$ cat config.mk
export PLATFORM = sky130hd
export DESIGN_NAME = mem_stage
export DESIGN_NICKNAME = d
export VERILOG_FILES = /design/src/rtl/mem_stage_pkg.sv /design/src/rtl/mem_lane_align.sv /design/src/rtl/mem_stage.sv
export SDC_FILE = /design/constraint.sdc
export NUM_CORES = 1
export LEC_CHECK = 0
export BUFFER_PORTS_ARGS = -buffer_cell sky130_fd_sc_hd__buf_2
export CELL_PAD_IN_SITES_DETAIL_PLACEMENT = 1
export CELL_PAD_IN_SITES_GLOBAL_PLACEMENT = 1
export CORE_AREA = 2 2 162 164
export CTS_BUF_LIST = sky130_fd_sc_hd__clkbuf_8
export DETAILED_ROUTE_END_ITERATION = 10
export DIE_AREA = 0 0 164 166
export HOLD_SLACK_MARGIN = 0.1
export PLACE_DENSITY = 0.77
export SYNTH_ARGS = -nofsm -noshare
export SYNTH_HDL_FRONTEND = slang
export SYNTH_SLANG_ARGS = --single-unit
$ cat constraint.sdc
create_clock -name CLK -period 2.4 [get_ports CLK]
set_input_delay 0.24 -clock CLK [delete_from_list [all_inputs] [get_ports CLK]]
set_output_delay 0.24 -clock CLK [all_outputs]
set_load 0.01 [all_outputs]
$ cat src/rtl/mem_stage_pkg.sv
// Shared definitions for the MEM pipeline stage: ALU_Control access
// encodings, FSM state encoding, access-size type and decode helpers.
package mem_stage_pkg;

  // ALU_Control encodings for memory accesses (MIPS major opcodes)
  localparam logic [5:0] ALU_LB  = 6'h20;
  localparam logic [5:0] ALU_LH  = 6'h21;
  localparam logic [5:0] ALU_LW  = 6'h23;
  localparam logic [5:0] ALU_LBU = 6'h24;
  localparam logic [5:0] ALU_LHU = 6'h25;
  localparam logic [5:0] ALU_SB  = 6'h28;
  localparam logic [5:0] ALU_SH  = 6'h29;
  localparam logic [5:0] ALU_SW  = 6'h2B;
  // A plain ALU operation, used by non-memory instructions
  localparam logic [5:0] ALU_ADD = 6'h02;

  typedef enum logic {
    IDLE = 1'b0,
    WAIT = 1'b1
  } mem_state_t;

  typedef enum logic [1:0] {
    SZ_BYTE = 2'd0,
    SZ_HALF = 2'd1,
    SZ_WORD = 2'd2
  } access_size_t;

  // Access width implied by the op code; anything unrecognised is a word
  function automatic access_size_t op_size(input logic [5:0] op);
    access_size_t sz;
    case (op)
      ALU_LB, ALU_LBU, ALU_SB: sz = SZ_BYTE;
      ALU_LH, ALU_LHU, ALU_SH: sz = SZ_HALF;
      default:                 sz = SZ_WORD;
    endcase
    return sz;
  endfunction

  // Only LB and LH sign-extend; everything else is zero-extended
  function automatic logic op_signed(input logic [5:0] op);
    return (op == ALU_LB) || (op == ALU_LH);
  endfunction

  // Natural-alignment test on the low address bits
  function automatic logic misaligned(input access_size_t sz, input logic [1:0] addr_lo);
    logic bad;
    case (sz)
      SZ_HALF: bad = addr_lo[0];
      SZ_WORD: bad = (addr_lo != 2'b00);
      default: bad = 1'b0;
    endcase
    return bad;
  endfunction

endpackage

$ cat src/rtl/mem_lane_align.sv
// Combinational byte-lane steering for the data-memory port: extracts and
// extends load data from the read word, and places store data on the
// correct lanes with matching byte enables. Halfword lanes are chosen by
// addr[1] only and words ignore addr[1:0], so misaligned accesses truncate.
module mem_lane_align
  import mem_stage_pkg::*;
#(
  parameter int BIG_ENDIAN = 1
) (
  input  access_size_t size,
  input  logic         sign_ext,
  input  logic [1:0]   addr_lo,
  input  logic [31:0]  rdata,
  input  logic [31:0]  store_data,
  output logic [31:0]  load_data,
  output logic [3:0]   be,
  output logic [31:0]  wdata
);

  // Physical lane numbers: byte lane 0 = bits[7:0], half lane 0 = bits[15:0]
  logic [1:0] byte_lane;
  logic       half_lane;
  logic [7:0] rbyte [4];
  logic [7:0] sel_byte;
  logic [15:0] sel_half;

  assign byte_lane = (BIG_ENDIAN != 0) ? ~addr_lo : addr_lo;
  assign half_lane = (BIG_ENDIAN != 0) ? ~addr_lo[1] : addr_lo[1];

  genvar gi;
  generate
    for (gi = 0; gi < 4; gi++) begin : g_lane
      assign rbyte[gi] = rdata[8*gi +: 8];
      assign be[gi] = (size == SZ_WORD) ||
                      ((size == SZ_HALF) && (half_lane == 1'(gi / 2))) ||
                      ((size == SZ_BYTE) && (byte_lane == 2'(gi)));
    end
  endgenerate

  assign sel_byte = rbyte[byte_lane];
  assign sel_half = half_lane ? rdata[31:16] : rdata[15:0];

  // Load extraction with sign or zero extension
  always_comb begin
    load_data = rdata;
    case (size)
      SZ_BYTE: load_data = {{24{sign_ext & sel_byte[7]}}, sel_byte};
      SZ_HALF: load_data = {{16{sign_ext & sel_half[15]}}, sel_half};
      default: load_data = rdata;
    endcase
  end

  // Store data is replicated across all lanes; byte enables pick the live ones
  always_comb begin
    wdata = store_data;
    case (size)
      SZ_BYTE: wdata = {4{store_data[7:0]}};
      SZ_HALF: wdata = {2{store_data[15:0]}};
      default: wdata = store_data;
    endcase
  end

endmodule

$ cat src/rtl/mem_stage.sv
// MIPS MEM pipeline stage. Takes the EXE/MEM register outputs, runs the
// data-memory req/ack handshake, stalls the front of the pipe while an
// access is outstanding, and produces the MEM/WB register plus the two
// forwarding values. A watchdog aborts accesses that wait too long.
// Optional build macro MEM_ALIGN_CHECK_EN: misaligned accesses are refused
// (no request, error pulse, bubble) instead of being issued with truncation.
module mem_stage
  import mem_stage_pkg::*;
#(
  parameter int BIG_ENDIAN  = 1,
  parameter int WDOG_CYCLES = 64
) (
  input  logic        CLK,
  input  logic        RESET,
  input  logic [31:0] Instr1_IN,
  input  logic [31:0] Instr1_PC_IN,
  input  logic [31:0] ALU_result1_IN,
  input  logic [4:0]  WriteRegister1_IN,
  input  logic [31:0] MemWriteData1_IN,
  input  logic        RegWrite1_IN,
  input  logic [5:0]  ALU_Control1_IN,
  input  logic        MemRead1_IN,
  input  logic        MemWrite1_IN,
  output logic        dmem_req,
  output logic        dmem_we,
  output logic [31:0] dmem_addr,
  output logic [3:0]  dmem_be,
  output logic [31:0] dmem_wdata,
  input  logic [31:0] dmem_rdata,
  input  logic        dmem_ack,
  output logic        STALL_OUT,
  output logic        MemError_OUT,
  output logic [31:0] Fwd_EXEMEM,
  output logic [31:0] Fwd_MEMWB,
  output logic [31:0] Instr1_OUT,
  output logic [31:0] Instr1_PC_OUT,
  output logic [31:0] WriteData1_OUT,
  output logic [4:0]  WriteRegister1_OUT,
  output logic        RegWrite1_OUT
);

  // Last permitted WAIT count; the abort fires when it is reached without ack
  localparam logic [15:0] WDOG_LAST = (WDOG_CYCLES > 0) ? 16'(WDOG_CYCLES - 1) : 16'd0;

  mem_state_t   state_reg;
  logic [15:0]  wdog_reg;

  logic         memop;
  logic         is_write;
  access_size_t size;
  logic         align_err;
  logic         access_go;
  logic         abort;
  logic         complete;
  logic         stall;
  logic [31:0]  load_data;
  logic [3:0]   lane_be;
  logic [31:0]  lane_wdata;

  // Both MemRead and MemWrite set is treated as a read
  assign memop    = MemRead1_IN | MemWrite1_IN;
  assign is_write = MemWrite1_IN & ~MemRead1_IN;
  assign size     = op_size(ALU_Control1_IN);

`ifdef MEM_ALIGN_CHECK_EN
  assign align_err = memop & misaligned(size, ALU_result1_IN[1:0]);
`else
  assign align_err = 1'b0;
`endif

  assign access_go = memop & ~align_err;
  assign abort     = (WDOG_CYCLES != 0) && (state_reg == WAIT) &&
                     (wdog_reg == WDOG_LAST) && !dmem_ack;
  assign complete  = access_go & dmem_ack;
  assign stall     = access_go & ~dmem_ack & ~abort;

  mem_lane_align #(
    .BIG_ENDIAN(BIG_ENDIAN)
  ) u_lane (
    .size      (size),
    .sign_ext  (op_signed(ALU_Control1_IN)),
    .addr_lo   (ALU_result1_IN[1:0]),
    .rdata     (dmem_rdata),
    .store_data(MemWriteData1_IN),
    .load_data (load_data),
    .be        (lane_be),
    .wdata     (lane_wdata)
  );

  assign dmem_req     = access_go;
  assign dmem_we      = access_go & is_write;
  assign dmem_addr    = {ALU_result1_IN[31:2], 2'b00};
  assign dmem_be      = access_go ? lane_be : 4'h0;
  assign dmem_wdata   = lane_wdata;
  assign STALL_OUT    = stall;
  assign MemError_OUT = abort | align_err;
  assign Fwd_EXEMEM   = ALU_result1_IN;
  assign Fwd_MEMWB    = WriteData1_OUT;

  // Access FSM and watchdog: enter WAIT on an unacknowledged request, leave on ack or abort
  always_ff @(posedge CLK) begin
    if (RESET) begin
      state_reg <= IDLE;
      wdog_reg  <= 16'd0;
    end else begin
      case (state_reg)
        IDLE: begin
          wdog_reg <= 16'd0;
          if (access_go && !dmem_ack) begin
            state_reg <= WAIT;
          end
        end
        WAIT: begin
          // Dropping the request while waiting breaks the upstream hold
          // contract; fall back to IDLE rather than wait forever.
          if (dmem_ack || abort || !access_go) begin
            state_reg <= IDLE;
            wdog_reg  <= 16'd0;
          end else begin
            wdog_reg <= wdog_reg + 16'd1;
          end
        end
        default: begin
          state_reg <= IDLE;
          wdog_reg  <= 16'd0;
        end
      endcase
    end
  end

  // MEM/WB register: bubble while stalled or on error, else pass or complete the access
  always_ff @(posedge CLK) begin
    if (RESET) begin
      Instr1_OUT         <= 32'd0;
      Instr1_PC_OUT      <= 32'd0;
      WriteData1_OUT     <= 32'd0;
      WriteRegister1_OUT <= 5'd0;
      RegWrite1_OUT      <= 1'b0;
    end else if (stall || abort || align_err) begin
      Instr1_OUT         <= 32'd0;
      Instr1_PC_OUT      <= 32'd0;
      WriteData1_OUT     <= 32'd0;
      WriteRegister1_OUT <= 5'd0;
      RegWrite1_OUT      <= 1'b0;
    end else begin
      Instr1_OUT         <= Instr1_IN;
      Instr1_PC_OUT      <= Instr1_PC_IN;
      WriteRegister1_OUT <= WriteRegister1_IN;
      if (complete && !is_write) begin
        WriteData1_OUT <= load_data;
        RegWrite1_OUT  <= RegWrite1_IN;
      end else if (complete) begin
        WriteData1_OUT <= ALU_result1_IN;
        RegWrite1_OUT  <= 1'b0;
      end else begin
        WriteData1_OUT <= ALU_result1_IN;
        RegWrite1_OUT  <= RegWrite1_IN;
      end
    end
  end

endmodule

* Word level (Yosys, flattened, before mapping)
Cells that the tools add are included.
** Operators by class
- Eq/ne operators :: 12
- Multiplexer cells :: 16
- Reductions and logical operators :: 28
- Bitwise logic cells :: 15
- Magnitude comparators :: 1
- Add/sub/neg operators :: 1
** Operators by type and width (count)
- $pmux 32 s2 :: 2
- $eq 6x6->1 const B :: 6
- $mux 16 :: 2
- $mux 32 :: 1
- $pmux 16 s2 :: 1
- $add 16x1->16 const B :: 1
- $bmux 8 s2 :: 1
- $eq 16x6->1 const B :: 1
- $mux 8 :: 2
- $logic_and 1x1->1 :: 10
- $logic_or 1x1->1 :: 10
- $and 1x1->1 :: 7
- $eq 2x2->1 const B :: 3
- $reduce_or 3->1 :: 2
- $not 1->1 :: 5
- $eq 2x1->1 const B :: 2
- $logic_not 2->1 :: 2
- $mux 1 :: 4
- $mux 4 :: 1
- $pmux 2 s2 :: 1
- $ge 3x3->1 const B :: 1
- $logic_not 1->1 :: 3
- $not 2->3 :: 1
- $not 2->2 :: 1
- other kinds (3) :: 3
** Word-level totals
- Register bits :: 119
- Input port bits :: 177

* Logic depth before layout (Yosys ltp)
Gate-level depths: netlist of the first run.
- Word-level depth :: 8
- Gate-level depth with buffers :: 7
- Gate-level depth less buffers :: 5

* By module
From an unflattened synthesis of the first run, not the netlist that was laid out.
** Second synthesis, totals
- Cell total of the unflattened synthesis :: 653
- Area total of the unflattened synthesis :: 5721.7 um2
** By module, submodules not included
- mem_stage :: cells an instance 490, times used 1, area an instance 4594.4 um2, seq. area each 2382.3 um2
- mem_lane_align :: cells an instance 163, times used 1, area an instance 1127.3 um2, seq. area each 0.0 um2

* Least setup slack after synthesis of the first run
OpenSTA, ideal clock, no wires.
- Path type :: in2out
- Start :: input port ALU_Control1_IN[0]
- End :: output port dmem_wdata[24]
- Path slack :: 0.610 ns
- Cell stages on the path :: 5
- Data required time :: 2.160 ns
- Path buffers :: 3
- Data arrival time :: 1.550 ns
- Cell sequence :: buf_2 clkbuf_1 buf_1 mux2i_1 o21ai_0
** Between the ends
- Longest elaborated chain between the ends :: 5
- Elaborated cells on any way between the ends :: 12
- Classes of those cells :: eq/ne: 7; mux: 2; reduce/logical: 3
** Ends and longest elaborated chain
- start, declared :: RTL line mem_stage.sv:21 : input logic [5:0] ALU_Control1_IN,
- $eq 6x6->1 :: RTL line mem_stage_pkg.sv:31 : case (op)
- $reduce_or 3->1 :: RTL line mem_stage_pkg.sv:31
- $pmux 2 s2 * :: RTL line mem_stage_pkg.sv:31
- $eq 2x1->1 / $logic_not 2->1 (equally long branches) :: RTL line mem_lane_align.sv:56 : case (size)
- $pmux 32 s2 * :: RTL line mem_lane_align.sv:56
- end, declared :: RTL line mem_stage.sv:28 : output logic [31:0] dmem_wdata,
Every way passes the cells marked *; elsewhere a longest branch is shown, timed or not.

* Final worst setup path of the first run
- Start :: register wdog_reg[13]
- End :: output port MemError_OUT
** Between the ends
- Longest elaborated chain between the ends :: 3
** Ends and longest elaborated chain
- start, declared :: RTL line mem_stage.sv:46 : logic [15:0] wdog_reg;
- start signal, assigned :: RTL line mem_stage.sv:120 : wdog_reg <= wdog_reg + 16'd1;
- $eq 16x6->1 :: RTL line mem_stage.sv:73 : (wdog_reg == WDOG_LAST) && !dmem_ack;
- $logic_and 1x1->1 :: RTL line mem_stage.sv:72 : assign abort = (WDOG_CYCLES != 0) && (state_reg == WAIT) &&
- $logic_and 1x1->1 :: RTL line mem_stage.sv:73
- end, declared :: RTL line mem_stage.sv:32 : output logic MemError_OUT,
No other way between the ends.

==> flow_summary.ini, run 1 <==
[pwr]
power_leakage_uw = 0.00433
finalPower_uw = 5220
vdd_drop_max_mv = 0.320
p_per_area_mw_per_mm2 = 599

[cts]
h-tree-depth = 4
clk_latency_ps = 440
clockRootBuffer = clkbuf_8
cts_buffer_depth = 2
cts_tree = built
clk_pin_slew_worst_paths_ps = 80
numCtsBuffers = 17
cts.sinks = 119

[sta]
maxSlewViolCount = 0
setup_viol = 0
worst_pin_slew_ps = 589
hold_violations = 0
timing.hold.ws_ps = 131
fin_crit_ps = 2310
fin_crit_sh_pct = 96.1
slew_headroom_pct = 60.5
fin_skew_ps = 26.5
fmax_mhz = 433

[critical_path]
cp_max_fo = 5
start_kind = flip-flop
slowest_stage = or4_4
cp.required_ps = 2160
end_kind = output port
max_stage_delay_ps = 560
cp_cell_sequence = or4_4 > nor3_4 > buf_4 > and3_4 > buf_2
path_buf_inv = 2
path_class = flip-flop to output port
arrival_ps = 2070
critPathTopFamily = simple AND/OR/NAND/NOR gates

[grt]
grt_start_max_net_pins = 72
antenna_found_initial = 5
gr-usage-all-layers_pct = 18.7
grt.overflow.total = 0
grt_pass1_wl_um = 38000
grt_pass1_vias = 6279

[final_layout]
fillCellCount = 3104
seqCellArea_mm2 = 0.00238
final_layout_size_suffix_gt1_share_pct = 47.2
syn2layout_area_growth_pct = 52.2
instances_no_fill = 1386
final_nets = 1214
layout_commonest_cell = buf_2
final_cell_mix = buf_2 (412), dfxtp_1 (119), dlygate4sd3_1 (79), and2_1 (72), nand2_1 (53)
multiInputGateArea_mm2 = 0.00240

[die]
start_util_pct = 22.4
fp.dieArea_mm2 = 0.0272
die_w_um = 164
num_rows = 59
chipHeight_um = 166
core_area_mm2 = 0.0256
ios = 415

[synthesis]
syn_inst = 647
ys_seq_area_share_pct = 41.6
async_flop_share_pct = 0
syn_avg_cell_area_um2 = 8.85
ys_ff_latch = 119
synth_ff_type = dfxtp_1
ys_warn_count = 0
synth-edff-count = 0
yosysUniqueCellTypes = 58
syn_area_mm2 = 0.00573

[routing]
avgRoutedWirePerCell_um = 18.7
ant_nets = 0
drt_first_pass_iters = 6
viasPerCell = 4.37
vias = 6062
route.detailed.drc = 0
routed_wirelength_um = 26000
drt_iter0_markers = 258

[place]
dp_hpwl_um = 19200
numPortBuffers = 412
gp_congestion = 0.796
place_inst = 1272

[run_status]
outcome = finished, final reports clean

[flow_run]
maxCapViolCount = 0

[worst_hold_path]
hold_path.class = input port to flip-flop
## synthesized netlist by cell type (9+ instances only)
| library cell | count | area [um^2] |
|---|---|---|
| dfxtp_1 | 119 | 2380 |
| a21oi_1 | 27 | 135 |
| mux2_2 | 9 | 101 |
| mux2i_1 | 20 | 200 |
| o21ai_0 | 12 | 60.1 |
| nand3_1 | 9 | 45.0 |
| clkbuf_1 | 23 | 86.3 |
| inv_1 | 12 | 45.0 |
| nor2_1 | 50 | 188 |
| buf_4 | 104 | 781 |
| nand2_1 | 54 | 203 |
| nor3_1 | 19 | 95.1 |
| and2_1 | 72 | 450 |
| nor4_2 | 10 | 125 |
## kinds of logic after synthesis
kind of cell | Yosys count | synth area share (%)
fa+ha+maj | 1 | 0.218
buf+inv | 153 | 17.2
flops | 119 | 41.6
compound gates | 82 | 10.3
xor+xnor | 9 | 1.38
mux | 29 | 5.26
simple gates | 253 | 24.0
other cells | 1 | 0.0655
## repair_timing
item                                    CTS  global route
pin swaps                                 0             1
endpoints found under the hold margin    79             0
hold buffers                             79             0
endpoints found under the setup margin    1             2
buffers inserted                          0             1
resized for setup                         1             3
## path summary, 6_finish.rpt
path	startpoint	end	slack (ps)	cells past startpoint
hold reg to reg	wdog_reg[0]	wdog_reg[0]	450	1
hold / removal	dmem_rdata[4]	Fwd_MEMWB[4]	130	3
setup / recovery	wdog_reg[13]	MemError_OUT	90	5
setup reg to reg	wdog_reg[13]	Instr1_OUT[12]	300	6
## power by group
group	leakage, uW	total, uW	switching [uW]	internal, uW
clock network	0.000221	2090	917	1170
logic	0.00313	1020	546	478
registers	0.000979	2110	43.0	2070
## worst min-delay path, stage by stage
cell and delay, ps:
buf_2 100, nor3_1 50, nor3_1 110
## layer usage
| metal | global-route usage [%] | share of wire [%] |
|---|---|---|
| met5 | 0 | 0.15 |
| met4 | 7.25 | 2.8 |
| met3 | 4.05 | 5.4 |
| met2 | 35.3 | 55 |
| met1 | 20.0 | 37 |
## per-stage QoR
| step | TNS (ps) | area [um^2] | util (%) | setup WS, ps |
|---|---|---|---|---|
| floorplan | 0 | 5730 | - | 610 |
| global placement | 0 | 7450 | 29.1 | 394 |
| detailed placement | 0 | 7450 | 29.1 | 308 |
| CTS | 0 | 8690 | 33.9 | 11.4 |
| global route | -2.66 | 8720 | 34.0 | -2.66 |
| finish | 0 | 8720 | 34.0 | 92.5 |
## cell type report
type	instances	area share, %
Multi-Input combinational cell	376	27.5
Antenna cell	2	0.0574
Clock buffer	18	2.84
Sequential cell	119	27.3
Timing Repair Buffer	510	34.6
Tap cell	335	4.81
Inverter	12	0.517
Clock inverter	14	2.25
No activity file was read; power rests on OpenSTA's default activity.
==> run 2: changes to the inputs <==
--- a/config.mk
+++ b/config.mk
@@ -8,12 +8,12 @@
 export BUFFER_PORTS_ARGS = -buffer_cell sky130_fd_sc_hd__buf_2
 export CELL_PAD_IN_SITES_DETAIL_PLACEMENT = 1
 export CELL_PAD_IN_SITES_GLOBAL_PLACEMENT = 1
-export CORE_AREA = 2 2 162 164
+export CORE_AREA = 3 3 158 160
 export CTS_BUF_LIST = sky130_fd_sc_hd__clkbuf_8
 export DETAILED_ROUTE_END_ITERATION = 10
-export DIE_AREA = 0 0 164 166
+export DIE_AREA = 0 0 161 163
 export HOLD_SLACK_MARGIN = 0.1
-export PLACE_DENSITY = 0.77
+export PLACE_DENSITY_LB_ADDON = 0.1
 export SYNTH_ARGS = -nofsm -noshare
 export SYNTH_HDL_FRONTEND = slang
 export SYNTH_SLANG_ARGS = --single-unit
==> flow_summary.ini, run 2 (synthesis gave the netlist of run 1 again) <==
[die]
fp.dieArea_mm2 = 0.0262
num_rows = 56
start_util_pct = 24.3
ios = 415
core_area_mm2 = 0.0235
die_w_um = 161
chipHeight_um = 163

[grt]
gr-usage-all-layers_pct = 18.1
use_met3_pct = 4.63
grt.overflow.total = 0
grtUsageMet2_pct = 33.3
grt_pass1_wl_um = 36500
antenna_found_initial = 2
grt.busiest_layer = met2
grt_pass1_vias = 6247
grt_start_max_net_pins = 72
use_met1_pct = 20.4

[critical_path]
cp_cell_sequence = or4_1 > nor3_4 > and3_1 > nor3_1 > buf_2
cp_max_fo = 5
arrival_ps = 2060
reg2reg_depth = 7
cp_num_cells = 5
end_kind = output port
reg2reg_from = wdog_reg[13]
cp-endpoint = STALL_OUT
critPathTopFamily = simple AND/OR/NAND/NOR gates
max_stage_delay_ps = 600
crit_start = wdog_reg[13]
cp.required_ps = 2160
path_class = flip-flop to output port
slowest_stage = or4_1
start_kind = flip-flop
rr_endpoint = Instr1_PC_OUT[13]
path_buf_inv = 1
reg2reg_slack_ps = 290

[cts]
clockRootBuffer = clkbuf_8
numCtsBuffers = 17
cts_tree = built
cts_buffer_depth = 2
cts.sinks = 119
h-tree-depth = 4
clk_latency_ps = 440
clk_pin_slew_worst_paths_ps = 90

[routing]
routed_wirelength_um = 24900
vias = 5922
route.detailed.drc = 0
drt_iter0_markers = 234
viasPerCell = 4.29
ant_nets = 0
drt_first_pass_iters = 4
avgRoutedWirePerCell_um = 18.0

[sta]
fin_tns_setup_ps = 0
slew_headroom_pct = 64.8
fmax_mhz = 435
setup_slack_ps = 101
worst_pin_slew_ps = 527
fin_skew_ps = 15.7
setup_viol = 0
fin_crit_sh_pct = 95.8
hold_violations = 0
fin_crit_ps = 2300
maxSlewViolCount = 0

[pwr]
p_per_area_mw_per_mm2 = 589
vdd_drop_max_mv = 0.274
power_leakage_uw = 0.00439

[final_layout]
final_layout_size_suffix_gt1_share_pct = 46.7
final_nets = 1228
multiInputGateArea_mm2 = 0.00239
final_cell_mix = buf_2 (412), dfxtp_1 (119), dlygate4sd3_1 (92), and2_1 (71), nand2_1 (53)
layout_commonest_cell = buf_2
fillCellCount = 2922
syn2layout_area_growth_pct = 53.8
diodes = 0
seqCellArea_mm2 = 0.00238

[flow_run]
maxCapViolCount = 0

[place]
numPortBuffers = 412
dp_hpwl_um = 19000
dp_slack_ps = 495
gp_congestion = 0.746

[run_status]
outcome = finished, final reports clean

[worst_hold_path]
hold_path.class = input port to flip-flop
[run 2: cell count changes in the layout (fill, tap and decap cells not counted), sizes merged]
cell | previous run | this run
dlygate4sd3 | 79 | 92
clkinv | 4 | 3
bufinv | 4 | 3
clkinvlp | 2 | 0
diode | 2 | 0
inv | 16 | 20
buf | 431 | 432
[run 2: where the power goes]
group          switching [uW]  internal [uW]  leakage (uW)  total, uW
sequential               34.3           2070      0.000979       2100
clock                     969           1090      0.000222       2060
combinational             535            494       0.00319       1030
total                    1540           3650       0.00439       5190
[run 2: through the flow]
step	hold slack (ps)	utilization, %	cells	power (uW)	area (um^2)
final	137	37.4	1382	5190	8810
after global routing	109	37.4	1382	5460	8810
after CTS	103	37.3	1380	5290	8790
after detailed placement	437	31.6	1256	3060	7430
after global placement	427	31.6	1256	3060	7430
after floorplan	362	-	648	2670	5730
[run 2: how the worst min path moves through the flow]
stage / from / end / slack [ps] / depth (start not counted)
floorplan: Instr1_IN[0] / Instr1_OUT[0] / 360 / 1
global placement: wdog_reg[0] / wdog_reg[0] / 430 / 1
detailed placement: wdog_reg[0] / wdog_reg[0] / 440 / 1
CTS: dmem_rdata[1] / Fwd_MEMWB[1] / 100 / 3
global route: ALU_result1_IN[7] / Fwd_MEMWB[7] / 110 / 3
finish: dmem_rdata[6] / Fwd_MEMWB[6] / 140 / 3
[run 2: final cells by class]
| class | count | area share (%) |
|---|---|---|
| timing repair buffer | 524 | 35.8 |
| multi-input combinational | 376 | 27.2 |
| sequential | 119 | 27.0 |
| tap | 319 | 4.53 |
| clock buffer | 18 | 2.81 |
| clock inverter | 14 | 2.10 |
| inverter | 12 | 0.511 |
[run 2: per-layer routing]
metal | share of wire (%) | wire [um]
met1 | 39 | 9680
met2 | 52 | 13000
met3 | 6.5 | 1620
met4 | 2.2 | 553
met5 | 0.092 | 23
[run 2: tightest hold or removal path: cells and delay by family]
kind | cells | cell delay, ps
AND/OR/NAND/NOR | 2 | 200
buffers and inverters | 1 | 80
[run 2: timing repair]
action,4_1_cts,5_1_grt
hold buffers,92,0
resized for setup,0,2
endpoints found under the hold margin,91,0
setup endpoints to repair,0,2
setup buffers,0,2
==> run 3: changes to the inputs <==
==> constraint.sdc (replaced) <==
create_clock -name CLK -period 2.4 [get_ports CLK]
set_input_delay 0.24 -clock CLK [delete_from_list [all_inputs] [get_ports CLK]]
set_output_delay 0.24 -clock CLK [all_outputs]
set_load 0.02 [all_outputs]
==> flow_summary.ini, run 3 (synthesis gave the netlist of run 1 again) <==
[place]
numPortBuffers = 412
gp_congestion = 0.734
dpl_cell_area_mm2 = 0.00744
place_inst = 1255
dp_hpwl_um = 18900

[pwr]
vdd_drop_max_mv = 0.349
power_leakage_uw = 0.00433
p_per_area_mw_per_mm2 = 597

[critical_path]
cp_max_fo = 5
cp.required_ps = 2160
crit_start = wdog_reg[13]
reg2reg_from = wdog_reg[13]
path_class = flip-flop to output port
arrival_ps = 2040
end_kind = output port
start_kind = flip-flop

[sta]
hold_violations = 0
maxSlewViolCount = 0
fmax_mhz = 439
fin_skew_ps = 20.1
fin_crit_ps = 2280
setup_viol = 0
fin_crit_sh_pct = 94.9

[routing]
vias = 5862
ant_nets = 0
viasPerCell = 4.28
drt_first_pass_iters = 4
routed_wirelength_um = 24600
route.detailed.drc = 0
avgRoutedWirePerCell_um = 17.9
drt_iter0_markers = 243

[cts]
clk_latency_ps = 440
cts.sinks = 119
clockRootBuffer = clkbuf_8
cts_tree = built
clk_pin_slew_worst_paths_ps = 70
numCtsBuffers = 17
cts_buffer_depth = 2
h-tree-depth = 4

[worst_hold_path]
hold_path.class = input port to flip-flop
min_from = dmem_rdata[3]

[die]
num_rows = 56
fp.dieArea_mm2 = 0.0262
start_util_pct = 24.3
die_w_um = 161
ios = 415
core_area_mm2 = 0.0235
chipHeight_um = 163

[final_layout]
syn2layout_area_growth_pct = 51.3
final_cell_mix = buf_2 (412), dfxtp_1 (119), dlygate4sd3_1 (80), and2_1 (71), nand2_1 (53)
layout_commonest_cell = buf_2
final_layout_size_suffix_gt1_share_pct = 47.0
instances_no_fill = 1371
final_nets = 1215
fin_area_mm2 = 0.00867

[grt]
grt_pass1_wl_um = 36600
grt_pass1_vias = 6109
antenna_found_initial = 3
gr-usage-all-layers_pct = 18.1
grt.overflow.total = 0
grt_start_max_net_pins = 71

[flow_run]
maxCapViolCount = 0

[run_status]
outcome = finished, final reports clean
## run 3: through the flow
step                      total power (uW)  hold slack, ps  TNS, ps  utilization (%)  setup slack [ps]
after floorplan                       2850             362        0                -               405
after global placement                3230             428        0             31.6               520
after detailed placement              3240             440        0             31.6               503
after CTS                             5260             100        0             36.7              13.1
after global routing                  5440             107    -13.7             36.8             -13.7
final                                 5180             122        0             36.8               121
## run 3: worst max-delay path, cell delays in order (launching register included)
cell and delay, ps:
dfxtp_1 350, or4_1 580, nor3_4 250, and3_1 220
nor3_1 50, buf_2 160
## run 3: cell type report
| cell class | count | area, um^2 |
|---|---|---|
| antenna | 2 | 5.00 |
| clock buffer | 17 | 234 |
| sequential | 119 | 2380 |
| clock inverter | 15 | 164 |
| inverter | 12 | 45.0 |
| timing repair buffer | 511 | 3040 |
| fill | 2924 | 14900 |
| multi-input combinational | 376 | 2390 |
| tap | 319 | 399 |
## run 3: layer usage
metal	vias up	GRT usage [%]	routed length, um
met5	-	0	13
met4	2	4.07	286
met3	19	4.68	1430
met2	221	34.1	13200
met1	2739	20.5	9700
li1	2881	-	-
## run 3: final timing paths
check                           to  slack (ps)  depth (start not counted)
min                   Fwd_MEMWB[3]         120                          3
max reg2reg  WriteRegister1_OUT[4]         460                          6
min reg2reg            wdog_reg[0]         450                          1
max                      STALL_OUT         120                          5
## run 3: where the power goes
part           switching, uW  total (uW)  internal [uW]
Combinational            704        1190            483
Clock                    940        1890            947
Sequential              33.1        2100           2070
## run 3: repair_timing
| action | CTS | global route |
|---|---|---|
| hold buffers | 80 | 0 |
| gates resized for setup | 0 | 2 |
| endpoints found under the hold margin | 80 | 0 |
| endpoints found under the setup margin | 0 | 2 |
| setup buffers | 0 | 2 |
